**src/rtl/mips_cpu_load_writeback.sv**
```systemverilog
// mips_cpu_load_writeback: retires ALU results and byte/half/word/unaligned loads into the register file
module mips_cpu_load_writeback #(
   parameter int WAIT_LIMIT = 255
) (
   input  logic        clk,
   input  logic        reset,
   input  logic        req_valid,
   output logic        req_ready,
   input  logic [2:0]  req_type,
   input  logic [4:0]  req_dest,
   input  logic [31:0] req_addr,
   input  logic [31:0] req_alu_data,
   input  logic [31:0] req_old_rt,
   output logic        mem_read,
   output logic [31:0] mem_address,
   output logic [3:0]  mem_byteenable,
   input  logic        mem_waitrequest,
   input  logic [31:0] mem_readdata,
   output logic        rf_write,
   output logic [4:0]  rf_wrAddr,
   output logic [31:0] rf_wrData,
   output logic        busy,
   output logic        addr_err,
   output logic        mem_timeout
);
   localparam int CW = WAIT_LIMIT > 1 ? $clog2(WAIT_LIMIT + 1) : 1;
   typedef enum logic [1:0] {S_IDLE, S_MEM, S_WRITE} state_t;
   state_t        r_state, w_next;
   logic [2:0]    r_type;
   logic [4:0]    r_dest;
   logic [1:0]    r_a;
   logic [31:0]   r_rt, r_mem_address, r_wr_data;
   logic [4:0]    r_wr_addr;
   logic [CW-1:0] r_cnt;
   logic          r_addr_err, r_timeout;
   logic          w_accept, w_misalign, w_done, w_expire;
   logic [4:0]    w_sh;
   logic [31:0]   w_shr, w_load;
   assign w_accept   = req_valid && r_state == S_IDLE;
   assign w_misalign = ((req_type == 3'd3 || req_type == 3'd4) && req_addr[0]) ||
                       (req_type == 3'd5 && req_addr[1:0] != 2'd0);
   assign w_done     = r_state == S_MEM && !mem_waitrequest;
   assign w_expire   = r_state == S_MEM && mem_waitrequest && WAIT_LIMIT != 0 &&
                       r_cnt == CW'(WAIT_LIMIT - 1);
   // little-endian lane select: shift the addressed byte down to bit 0
   always_comb begin
      w_sh   = {r_a, 3'b000};
      w_shr  = mem_readdata >> w_sh;
      w_load = r_type == 3'd1 ? {{24{w_shr[7]}}, w_shr[7:0]} :
               r_type == 3'd2 ? {24'd0, w_shr[7:0]} :
               r_type == 3'd3 ? {{16{w_shr[15]}}, w_shr[15:0]} :
               r_type == 3'd4 ? {16'd0, w_shr[15:0]} :
               r_type == 3'd5 ? mem_readdata :
               r_type == 3'd6 ? (mem_readdata << (5'd24 - w_sh)) | (r_rt & (32'h00FF_FFFF >> w_sh)) :
                                w_shr | (r_rt & ~(32'hFFFF_FFFF >> w_sh));
   end
   always_ff @(posedge clk) begin
      if (reset) begin
         r_state       <= S_IDLE;
         r_type        <= 3'd0;
         r_dest        <= 5'd0;
         r_a           <= 2'd0;
         r_rt          <= 32'd0;
         r_mem_address <= 32'd0;
         r_wr_addr     <= 5'd0;
         r_wr_data     <= 32'd0;
         r_cnt         <= '0;
         r_addr_err    <= 1'b0;
         r_timeout     <= 1'b0;
      end else begin
         r_state    <= w_next;
         r_addr_err <= w_accept && req_type != 3'd0 && w_misalign;
         r_timeout  <= r_timeout | w_expire;
         r_cnt      <= w_accept ? '0 : (r_state == S_MEM && mem_waitrequest) ? r_cnt + 1'b1 : r_cnt;
         if (w_accept) begin
            r_type <= req_type;
            r_dest <= req_dest;
            r_a    <= req_addr[1:0];
            r_rt   <= req_old_rt;
         end
         if (w_accept && req_type != 3'd0 && !w_misalign)
            r_mem_address <= {req_addr[31:2], 2'b00};
         if (w_accept && req_type == 3'd0 && req_dest != 5'd0) begin
            r_wr_addr <= req_dest;
            r_wr_data <= req_alu_data;
         end else if (w_done && r_dest != 5'd0) begin
            r_wr_addr <= r_dest;
            r_wr_data <= w_load;
         end
      end
   end
   always_comb begin
      w_next = r_state == S_WRITE ? S_IDLE :
               r_state == S_MEM   ? (w_done ? S_WRITE : w_expire ? S_IDLE : S_MEM) :
               !w_accept          ? S_IDLE :
               req_type == 3'd0   ? S_WRITE :
               w_misalign         ? S_IDLE : S_MEM;
   end
   always_comb begin
      req_ready      = r_state == S_IDLE;
      busy           = r_state != S_IDLE;
      mem_read       = r_state == S_MEM;
      mem_byteenable = {4{r_state == S_MEM}};
      mem_address    = r_mem_address;
      rf_write       = r_state == S_WRITE && r_dest != 5'd0;
      rf_wrAddr      = r_wr_addr;
      rf_wrData      = r_wr_data;
      addr_err       = r_addr_err;
      mem_timeout    = r_timeout;
   end
endmodule
```
**config.mk**
```make
export PLATFORM = sky130hd
export DESIGN_NAME = mips_cpu_load_writeback
export DESIGN_NICKNAME = d
export VERILOG_FILES = /design/src/rtl/mips_cpu_load_writeback.sv
export SDC_FILE = /design/constraint.sdc
export NUM_CORES = 1
export LEC_CHECK = 0
export BUFFER_PORTS_ARGS = -buffer_cell sky130_fd_sc_hd__buf_2
export CAP_MARGIN = 30
export CORE_MARGIN = 10
export CORE_UTILIZATION = 44
export DETAILED_ROUTE_END_ITERATION = 16
export PLACE_DENSITY = 0.75
export RECOVER_POWER = 25
export SETUP_SLACK_MARGIN = 0.05
export SKIP_CTS_REPAIR_TIMING = 1
export SLEW_MARGIN = 20
export SYNTH_ARGS = -nofsm -noshare
export SYNTH_HDL_FRONTEND = slang
export SYNTH_SLANG_ARGS = --single-unit
```
**constraint.sdc**
```tcl
create_clock -name clk -period 3.6 [get_ports clk]
set_input_delay 0.54 -clock clk [delete_from_list [all_inputs] [get_ports clk]]
set_output_delay 0.54 -clock clk [all_outputs]
set_load 0.02 [all_outputs]
```
==> run_results.csv, run 1 <==
group,metric,value,unit
sta,fin_crit,2.460,ns
die,io_pins,219,
global_route,grt_overflow,0,
placed_design,portBuffers,216,
logic_synthesis,syn_area_per_cell,8.658,um^2
logic_synthesis,synth_top_area_frac,0.3681,
detailed_routing,wire_per_inst,19.87,um
sta,rsz0062_at_grt,"no",
logic_synthesis,ys_ff_latch,121,
final_layout,final_nets,1086,
sta,slew_violations,0,
detailed_routing,finalWirelength,22670,um
detailed_routing,vias_per_cell,5.723,
sta,setup_viol,0,
sta,post-route-period-util,0.6834,
logic_synthesis,synth.area.mux_share,0.1407,
final_layout,fillers,1358,
clock_network,cts_root_buf,"clkbuf_16",
logic_synthesis,synth_ff_type,"dfxtp_1",
logic_synthesis,synth_most_common_cell,"dfxtp_1",
setup_path,start_kind,"flip-flop",
logic_synthesis,synthAdderAreaFrac,0.01597,
logic_synthesis,synthTopCellsByArea,"dfxtp_1 (37%), mux2i_1 (12%), nand2_1 (6.6%), a21oi_1 (4.9%), nor2_1 (3.2%)",
logic_synthesis,synth_top_area_cell,"dfxtp_1",
clock_network,clkSinkCount,121,
global_route,antenna_found_initial,1,
setup_path,critPathCaptureType,"flip-flop",
sta,hold_violations,0,
global_route,grt_pass1_vias,6437,
clock_network,clkLatencyLatePin,0.42,ns
logic_synthesis,synthXorXnorAreaFrac,0.009317,
setup_path,critPathMaxFanout,18,
logic_synthesis,synth_compound_area_frac,0.1976,
die,die_w,142.3,um
detailed_routing,ant_nets,0,
die,initial_utilization,0.4510,
sta,max_slew_margin,0.4695,
die,core,0.01459,mm^2
die,rows,44,
global_route,grt_max_degree,95,
logic_synthesis,synth_commonest_cells,"dfxtp_1 (121), nand2_1 (115), mux2i_1 (79)",
logic_synthesis,async_flop_share,0,
final_layout,syn2layout_area_growth,23.84,%
run_status,status,"finished, final reports clean",
clock_network,cts_tree,"done",
sta,fmax,406.5,MHz
logic_synthesis,synth_edf_count,0,
global_route,grt_pass1_wl,34730,um
final_layout,drive_above_1_share,0.2654,
logic_synthesis,syn_area,0.006580,mm^2
die,dieHeight,142.3,um
global_route,grt_usage,0.2147,
logic_synthesis,yosysUniqueCellTypes,69,
detailed_routing,drc,0,
logic_synthesis,synth_top_family_by_area,"simple AND/OR/NAND/NOR gates",
clock_network,htree_levels,4,
placed_design,dp_hpwl,17180,um
detailed_routing,vias,6530,
logic_synthesis,yosys_warnings,0,
logic_synthesis,synthCells,760,
min_path,hold_class,"in2reg",
clock_network,cts_inserted_buffers,17,
run,max-cap-violations,0,
sta,tightestPinTransition,0.7957,ns
setup_path,arrival,2.77,ns
clock_network,cts.path.max_buffers,2,
logic_synthesis,yosysSeqAreaShare,0.3681,
power,p_per_area,478.8,mW/mm^2
sta,whs,0.3535,ns
setup_path,cp.required,3.91,ns
placed_design,place_congestion,0.9604,
power,leakage,3.266,nW
die,die_area,0.02025,mm^2
power,irDropWorstVdd,0.4024,mV
sta,finalClockSkew,0.009131,ns
detailed_routing,drtPass1Iterations,7,
detailed_routing,drt_iter0_drc,590,
logic_synthesis,synthSimpleGateAreaFrac,0.2017,
clock_network,clkTransAtPathRegs,0.06,ns
final_layout,diodes,0,
sta,finalSetupTns,0,ns
setup_path,path_class,"reg2reg",
## final timing paths
kind / slack [ns] / to / depth (start not counted) / startpoint
max: 1.14 / rf_wrData[10] / 5 / r_state[1]
min: 0.35 / mem_address[16] / 3 / req_addr[16]
max reg2reg: 1.14 / rf_wrData[10] / 5 / r_state[1]
min reg2reg: 0.47 / rf_wrAddr[3] / 2 / rf_wrAddr[3]
## placed cells by master, fill, tap and decap left out, drive strengths merged, types with 11 or more instances in the layout
cell type / count
nor3: 26
a21oi: 64
clkbuf: 66
o21ai: 15
nand2: 115
and2: 12
buf: 182
and3: 12
inv: 17
nand3: 11
o22ai: 30
mux2i: 79
nor2: 59
dfxtp: 121
## power breakdown
part           leakage (nW)  total (W)  internal, W  switching, W
logic                  2.00   0.000719     0.000285      0.000435
registers             0.990    0.00151      0.00143     0.0000839
clock network         0.275    0.00167      0.00102      0.000647
total                  3.27    0.00390      0.00274       0.00117
## cell type report
type,instances,area (um^2),share of cell area
clock buffer,19,432.9,0.05312
clock inverter,13,147.6,0.01812
inverter,15,56.30,0.006909
multi-input combinational,560,3725,0.4571
sequential,121,2425,0.2976
tap,184,230.2,0.02825
timing repair buffer,229,1132,0.1390
## per-layer routing
metal / up-vias / routed length, um / global-route usage
li1: 3133 / - / -
met1: 3023 / 9269 / 0.2693
met2: 321 / 10370 / 0.3286
met3: 53 / 2477 / 0.07377
met4: 0 / 552 / 0.08999
met5: - / 0 / 0
## per-stage QoR
stage          setup slack [ns]    util  instances  power (W)  cell area (um^2)
4_1_cts                   1.238  0.5628       1141   0.003921              8210
3_5_place_dp              1.150  0.5230       1109   0.002258              7630
3_3_place_gp              1.188  0.5230       1109   0.002246              7630
6_report                  1.140  0.5586       1141   0.003902              8149
2_1_floorplan             1.832       -        761   0.002005              6584
5_1_grt                  0.8969  0.5586       1141   0.004064              8149
## worst max-delay path, stage by stage, from the launching register on
cell	delay [ns]
dfxtp_1	0.38
nor2_1	0.36
nand4b_1	0.31
o21ai_2	0.72
o221ai_1	0.28
a311oi_1	0.29
## state kept, by name, indices dropped and copies added, names as in the netlist
register and cells:
r_a 2, rf_wrAddr 5, addr_err 1, r_dest 5, r_cnt 8, rf_wrData 32
mem_address 30, r_type 3, r_state 2, r_rt 32, mem_timeout 1
## cells by family after synthesis
kind of cell / after synthesis
flip-flops: 121
XOR/XNOR: 7
adder cells (fa/ha/maj): 10
buffers and inverters: 80
multiplexers: 90
other: 1
AND/OR/NAND/NOR: 263
AO/OA/AOI/OAI: 188
Note: power is estimated with default switching activity, not from simulation.
==> inputs of run 2 (changes only) <==
- clock period: 3.6 -> 2.33 ns (I/O delays scaled with it)
==> run 2 against run 1 <==
  * First-iteration DRC count increased by 17%
  * Global-route usage up 0.62 points
  * Sequential share of layout area fell by 0.67 points
  * Flip-flop and latch count unchanged
  * Final area rose by 2.3%
  * Core utilization up 1.3 points
  * Worst setup slack got worse by 0.84 ns
  * Count of clock-buffer cells in the layout shrank 1
  * Clock skew down 0.0038 ns
  * Largest power group unchanged
  * Highest routed layer unchanged
==> run_results.csv, run 2 (synthesis gave the netlist of run 1 again) <==
group,metric,value,unit
placed_design,placed_area,0.007772,mm^2
setup_path,arrival,2.33,ns
sta,max_slew_margin,0.5412,
sta,setup_viol,0,
min_path,whs_endpoint,"r_rt[3]",
global_route,grt-busiest-layer,"met2",
clock_network,clkSinkCount,121,
detailed_routing,vias,6681,
setup_path,reg2regPathDepth,5,
global_route,grtUsageMet1,0.2706,
power,total_power,0.006276,W
setup_path,path_class,"reg2reg",
final_layout,final_common_cell,"buf_2",
die,core,0.01459,mm^2
setup_path,r2r_end,"rf_wrData[9]",
sta,whs,0.1547,ns
sta,tightestPinTransition,0.6881,ns
setup_path,critPathMaxFanout,10,
clock_network,clkLatencyLatePin,0.43,ns
final_layout,drive_above_1_share,0.2781,
final_layout,multi_input_area,0.003727,mm^2
setup_path,cp.required,2.63,ns
global_route,use_met2,0.3442,
clock_network,cts_inserted_buffers,17,
sta,rsz0062_at_grt,"no",
min_path,holdPathStages,3,
placed_design,portBuffers,216,
sta,finalClockSkew,0.005283,ns
detailed_routing,vias_per_cell,5.784,
run,max-cap-violations,0,
sta,hold_violations,0,
final_layout,final_nets,1100,
detailed_routing,wire_per_inst,20.08,um
sta,fmax,493.7,MHz
global_route,grt_overflow,0,
final_layout,layout_common_cells,"buf_2 (168), dfxtp_1 (119), nand2_1 (115)",
min_path,min_from,"req_old_rt[3]",
power,p_per_area,752.7,mW/mm^2
detailed_routing,drt_iter0_drc,690,
placed_design,place_congestion,0.9714,
setup_path,critPathCaptureType,"flip-flop",
clock_network,clkTransAtPathRegs,0.06,ns
setup_path,r2r_setup_slack,0.30,ns
sta,fin_crit,2.026,ns
global_route,antenna_found_initial,0,
die,initial_utilization,0.4510,
final_layout,final-seq-area,0.002425,mm^2
die,io_pins,219,
global_route,grt_pass1_vias,6660,
sta,finalSetupTns,0,ns
sta,slew_violations,0,
die,rows,44,
setup_path,r2r_start,"r_state[0]",
placed_design,dp_hpwl,17630,um
global_route,grt_pass1_wl,35790,um
sta,post-route-period-util,0.8693,
run_status,status,"finished, final reports clean",
power,leakage,3.372,nW
placed_design,post-place-cells,1123,
global_route,grt_max_degree,68,
clock_network,cts_tree,"done",
detailed_routing,drc,0,
detailed_routing,finalWirelength,23190,um
die,dieHeight,142.3,um
global_route,grt.met3_usage,0.07610,
final_layout,final_area,0.008338,mm^2
clock_network,cts.path.max_buffers,2,
clock_network,htree_levels,4,
detailed_routing,drtPass1Iterations,6,
detailed_routing,ant_nets,0,
final_layout,syn2layout_area_growth,26.72,%
final_layout,diodes,0,
min_path,hold_class,"in2reg",
setup_path,start_kind,"flip-flop",
die,die_w,142.3,um
final_layout,fillers,1364,
global_route,grt_usage,0.2210,
final_layout,final_cells,1155,
die,die_area,0.02025,mm^2
clock_network,cts_root_buf,"clkbuf_16",
power,irDropWorstVdd,0.5269,mV
==> run 2: report_power, final <==
group          internal (W)  switching, W
sequential          0.00220      0.000117
clock               0.00174       0.00105
combinational      0.000466      0.000698
==> run 2: area by class of cell <==
cell class / instances / share of cell area
clock inverters: 14 / 0.02236
repair buffers: 243 / 0.1528
flip-flops and latches: 121 / 0.2908
well taps: 184 / 0.02761
inverters: 15 / 0.006753
multi-input cells: 560 / 0.4470
clock buffers: 18 / 0.05267
==> run 2: layer usage <==
metal / vias to the layer above / share of wire
li1: 3154 / -
met1: 3119 / 0.40
met2: 346 / 0.47
met3: 62 / 0.11
met4: 0 / 0.029
met5: - / 0
==> run 2: worst max-delay path by stage <==
stage	startpoint	cells after the start	to
CTS	r_dest[4]	5	rf_wrData[17]
floorplan	r_state[1]	8	mem_address[10]
global placement	mem_waitrequest	6	rf_wrData[13]
detailed placement	mem_waitrequest	6	rf_wrData[13]
global route	r_type[1]	6	rf_wrData[18]
finish	r_state[0]	5	rf_wrData[9]
==> run 2: worst max-delay path, stage by stage (launching register included) <==
cell	delay (ns)
dfxtp_1	0.42
nor3b_4	0.24
o31a_1	0.47
nand3_1	0.26
a221oi_1	0.42
nor4_2	0.08
==> run 2: per-stage QoR <==
stage	worst slack (ns)	utilization
final	0.3044	0.5715
after global routing	0.1862	0.5715
after CTS	0.3403	0.5756
after detailed placement	0.3468	0.5328
after global placement	0.3279	0.5328
after floorplan	0.5938	-
==> inputs of run 3 (changes only) <==
- ABC_AREA: not set -> 1
- clock period: 2.33 -> 2.5 ns (I/O delays scaled with it)
==> run 3 against run 2 <==
  * Register-to-register slack better by 0.24 ns
  * Sequential power decreased by 6%
  * Sequential share of layout area grew 0.68 points
  * Clock skew increased by 0.0059 ns
  * Worst hold slack better by 0.041 ns
  * Area after synthesis shrank 2.2%
  * Total power decreased by 5.2%
  * Critical path depth stayed put
  * Count of clock-buffer cells in the layout is 1 lower
  * Largest cell class unchanged
  * Highest routed layer is now met5
==> run_results.csv, run 3 <==
group,metric,value,unit
run_status,status,"finished, final reports clean",
clock_network,cts_inserted_buffers,17,
min_path,hold_class,"in2reg",
die,rows,44,
sta,rsz0062_at_grt,"no",
power,leakage,3.688,nW
sta,setup_viol,0,
sta,hold_violations,0,
setup_path,arrival,2.32,ns
clock_network,clkLatencyLatePin,0.43,ns
clock_network,cts.path.max_buffers,2,
sta,max_slew_margin,0.5000,
setup_path,critPathMaxFanout,45,
placed_design,placed_area,0.007606,mm^2
logic_synthesis,async_flop_share,0,
detailed_routing,finalWirelength,22830,um
die,die_area,0.01987,mm^2
setup_path,critical_path.max_stage_delay,0.69,ns
placed_design,portBuffers,216,
final_layout,final_area,0.008138,mm^2
die,core,0.01442,mm^2
logic_synthesis,synthAdderAreaFrac,0.003887,
sta,tightestPinTransition,0.7501,ns
global_route,grt_overflow,0,
sta,post-route-period-util,0.7869,
logic_synthesis,synth_top_family_by_area,"compound AO/OA/AOI/OAI gates",
detailed_routing,vias,7199,
power,irDropWorstVdd,0.4784,mV
clock_network,cts_root_buf,"clkbuf_16",
setup_path,crit_family,"buffers and inverters",
logic_synthesis,synth_edf_count,0,
die,io_pins,219,
global_route,grt_max_degree,46,
detailed_routing,ant_nets,0,
logic_synthesis,syn_area,0.006437,mm^2
run,max-cap-violations,0,
detailed_routing,wire_per_inst,17.09,um
setup_path,crit_buf_inv,3,
logic_synthesis,ys_ff_latch,121,
sta,finalClockSkew,0.01115,ns
power,total_power,0.005952,W
setup_path,path_class,"in2reg",
final_layout,multi_input_area,0.003307,mm^2
die,dieHeight,141.0,um
detailed_routing,drc,0,
sta,fin_crit,1.967,ns
final_layout,syn2layout_area_growth,26.41,%
final_layout,final_cells,1336,
sta,finalSetupTns,0,ns
logic_synthesis,synthTopCellsByArea,"dfxtp_1 (38%), nand2_1 (12%), a21oi_1 (8.7%), o21ai_0 (5.7%), o21ai_1 (5.6%)",
clock_network,clkTransAtPathRegs,0.06,ns
placed_design,place_congestion,1.042,
detailed_routing,vias_per_cell,5.388,
final_layout,drive_above_1_share,0.2285,
setup_path,start_kind,"input port",
clock_network,cts_tree,"done",
logic_synthesis,yosysUniqueCellTypes,42,
die,initial_utilization,0.4463,
logic_synthesis,synthXorXnorAreaFrac,0.002721,
logic_synthesis,synth_compound_area_frac,0.2845,
logic_synthesis,yosys_warnings,0,
setup_path,cp.required,2.85,ns
final_layout,fillers,1463,
final_layout,final_common_cell,"nand2_1",
logic_synthesis,synthSimpleGateAreaFrac,0.2206,
power,p_per_area,731.4,mW/mm^2
logic_synthesis,synth_most_common_cell,"nand2_1",
final_layout,final_nets,1280,
placed_design,dp_hpwl,17890,um
logic_synthesis,syn_area_per_cell,6.805,um^2
detailed_routing,drt_iter0_drc,580,
setup_path,crit_path_top_delay_cell,"clkbuf_2",
setup_path,crit_chain,"clkbuf_1 -> inv_1 -> clkbuf_2 -> o21ai_0 -> a21oi_1",
placed_design,post-place-cells,1303,
setup_path,critPathCaptureType,"flip-flop",
clock_network,htree_levels,4,
final_layout,final-seq-area,0.002422,mm^2
logic_synthesis,synth_top_area_frac,0.3763,
detailed_routing,drtPass1Iterations,5,
global_route,antenna_found_initial,4,
clock_network,clkSinkCount,121,
die,die_w,141.0,um
logic_synthesis,yosysSeqAreaShare,0.3763,
logic_synthesis,synth_commonest_cells,"nand2_1 (206), dfxtp_1 (121), a21oi_1 (112)",
logic_synthesis,synth.area.mux_share,0,
sta,whs,0.1962,ns
global_route,grt_pass1_wl,36080,um
sta,fmax,508.3,MHz
final_layout,layout_common_cells,"nand2_1 (206), buf_2 (176), dfxtp_1 (121)",
logic_synthesis,synthCells,946,
sta,slew_violations,0,
setup_path,r2r_setup_slack,0.54,ns
logic_synthesis,synth_ff_type,"dfxtp_1",
global_route,grt_pass1_vias,6976,
global_route,grt_usage,0.2233,
logic_synthesis,synth_top_area_cell,"dfxtp_1",
==> run 3: path summary, 6_finish.rpt <==
check	start	cells past startpoint	to
setup / recovery	reset	5	r_a[0]
hold / removal	req_old_rt[20]	3	r_rt[20]
setup reg to reg	r_a[1]	8	rf_wrData[12]
hold reg to reg	mem_address[31]	2	mem_address[31]
==> run 3: layout make-up <==
type                            instances  area share
Sequential cell                       121      0.2977
Clock buffer                           17     0.05228
Timing Repair Buffer                  236      0.1476
Multi-Input combinational cell        662      0.4064
Clock inverter                         15     0.02106
Tap cell                              184     0.02829
Antenna cell                            1   0.0003075
Inverter                              100     0.04643
==> run 3: logic make-up (layout without fill, tap and decap cells) <==
group,after synthesis,count (layout)
xor+xnor,2,2
buf+inv,164,368
compound gates,325,325
other cells,1,3
fa+ha+maj,2,2
simple gates,331,331
flops,121,121
==> run 3: power breakdown <==
| group | total (W) | switching, W | internal, W |
|---|---|---|---|
| Combinational | 0.00130 | 0.000862 | 0.000440 |
| Clock | 0.00246 | 0.00111 | 0.00135 |
| Sequential | 0.00219 | 0.000102 | 0.00209 |
| Total | 0.00595 | 0.00207 | 0.00388 |
==> run 3: worst register-to-register path: cells and delay by family, from the launching register on <==
family | cells | cell delay [ns]
flip-flops | 1 | 0.44
AND/OR/NAND/NOR | 4 | 0.38
buffers and inverters | 2 | 0.74
AO/OA/AOI/OAI | 2 | 0.27
==> run 3: layer usage <==
metal	up-vias	wire length, um	part of all wire	global-route usage
met2	353	10360	0.45	0.3589
met4	6	631	0.028	0.09239
li1	3581	-	-	-
met1	3211	9223	0.40	0.2580
met3	48	2573	0.11	0.09002
met5	-	37	0.0016	0
==> run 3: metrics by stage <==
step / util / setup WS [ns]
finish: 0.5642 / 0.5327
global route: 0.5640 / 0.2471
CTS: 0.5687 / 0.5989
detailed placement: 0.5273 / 0.5008
global placement: 0.5273 / 0.5583
floorplan: - / 0.9857
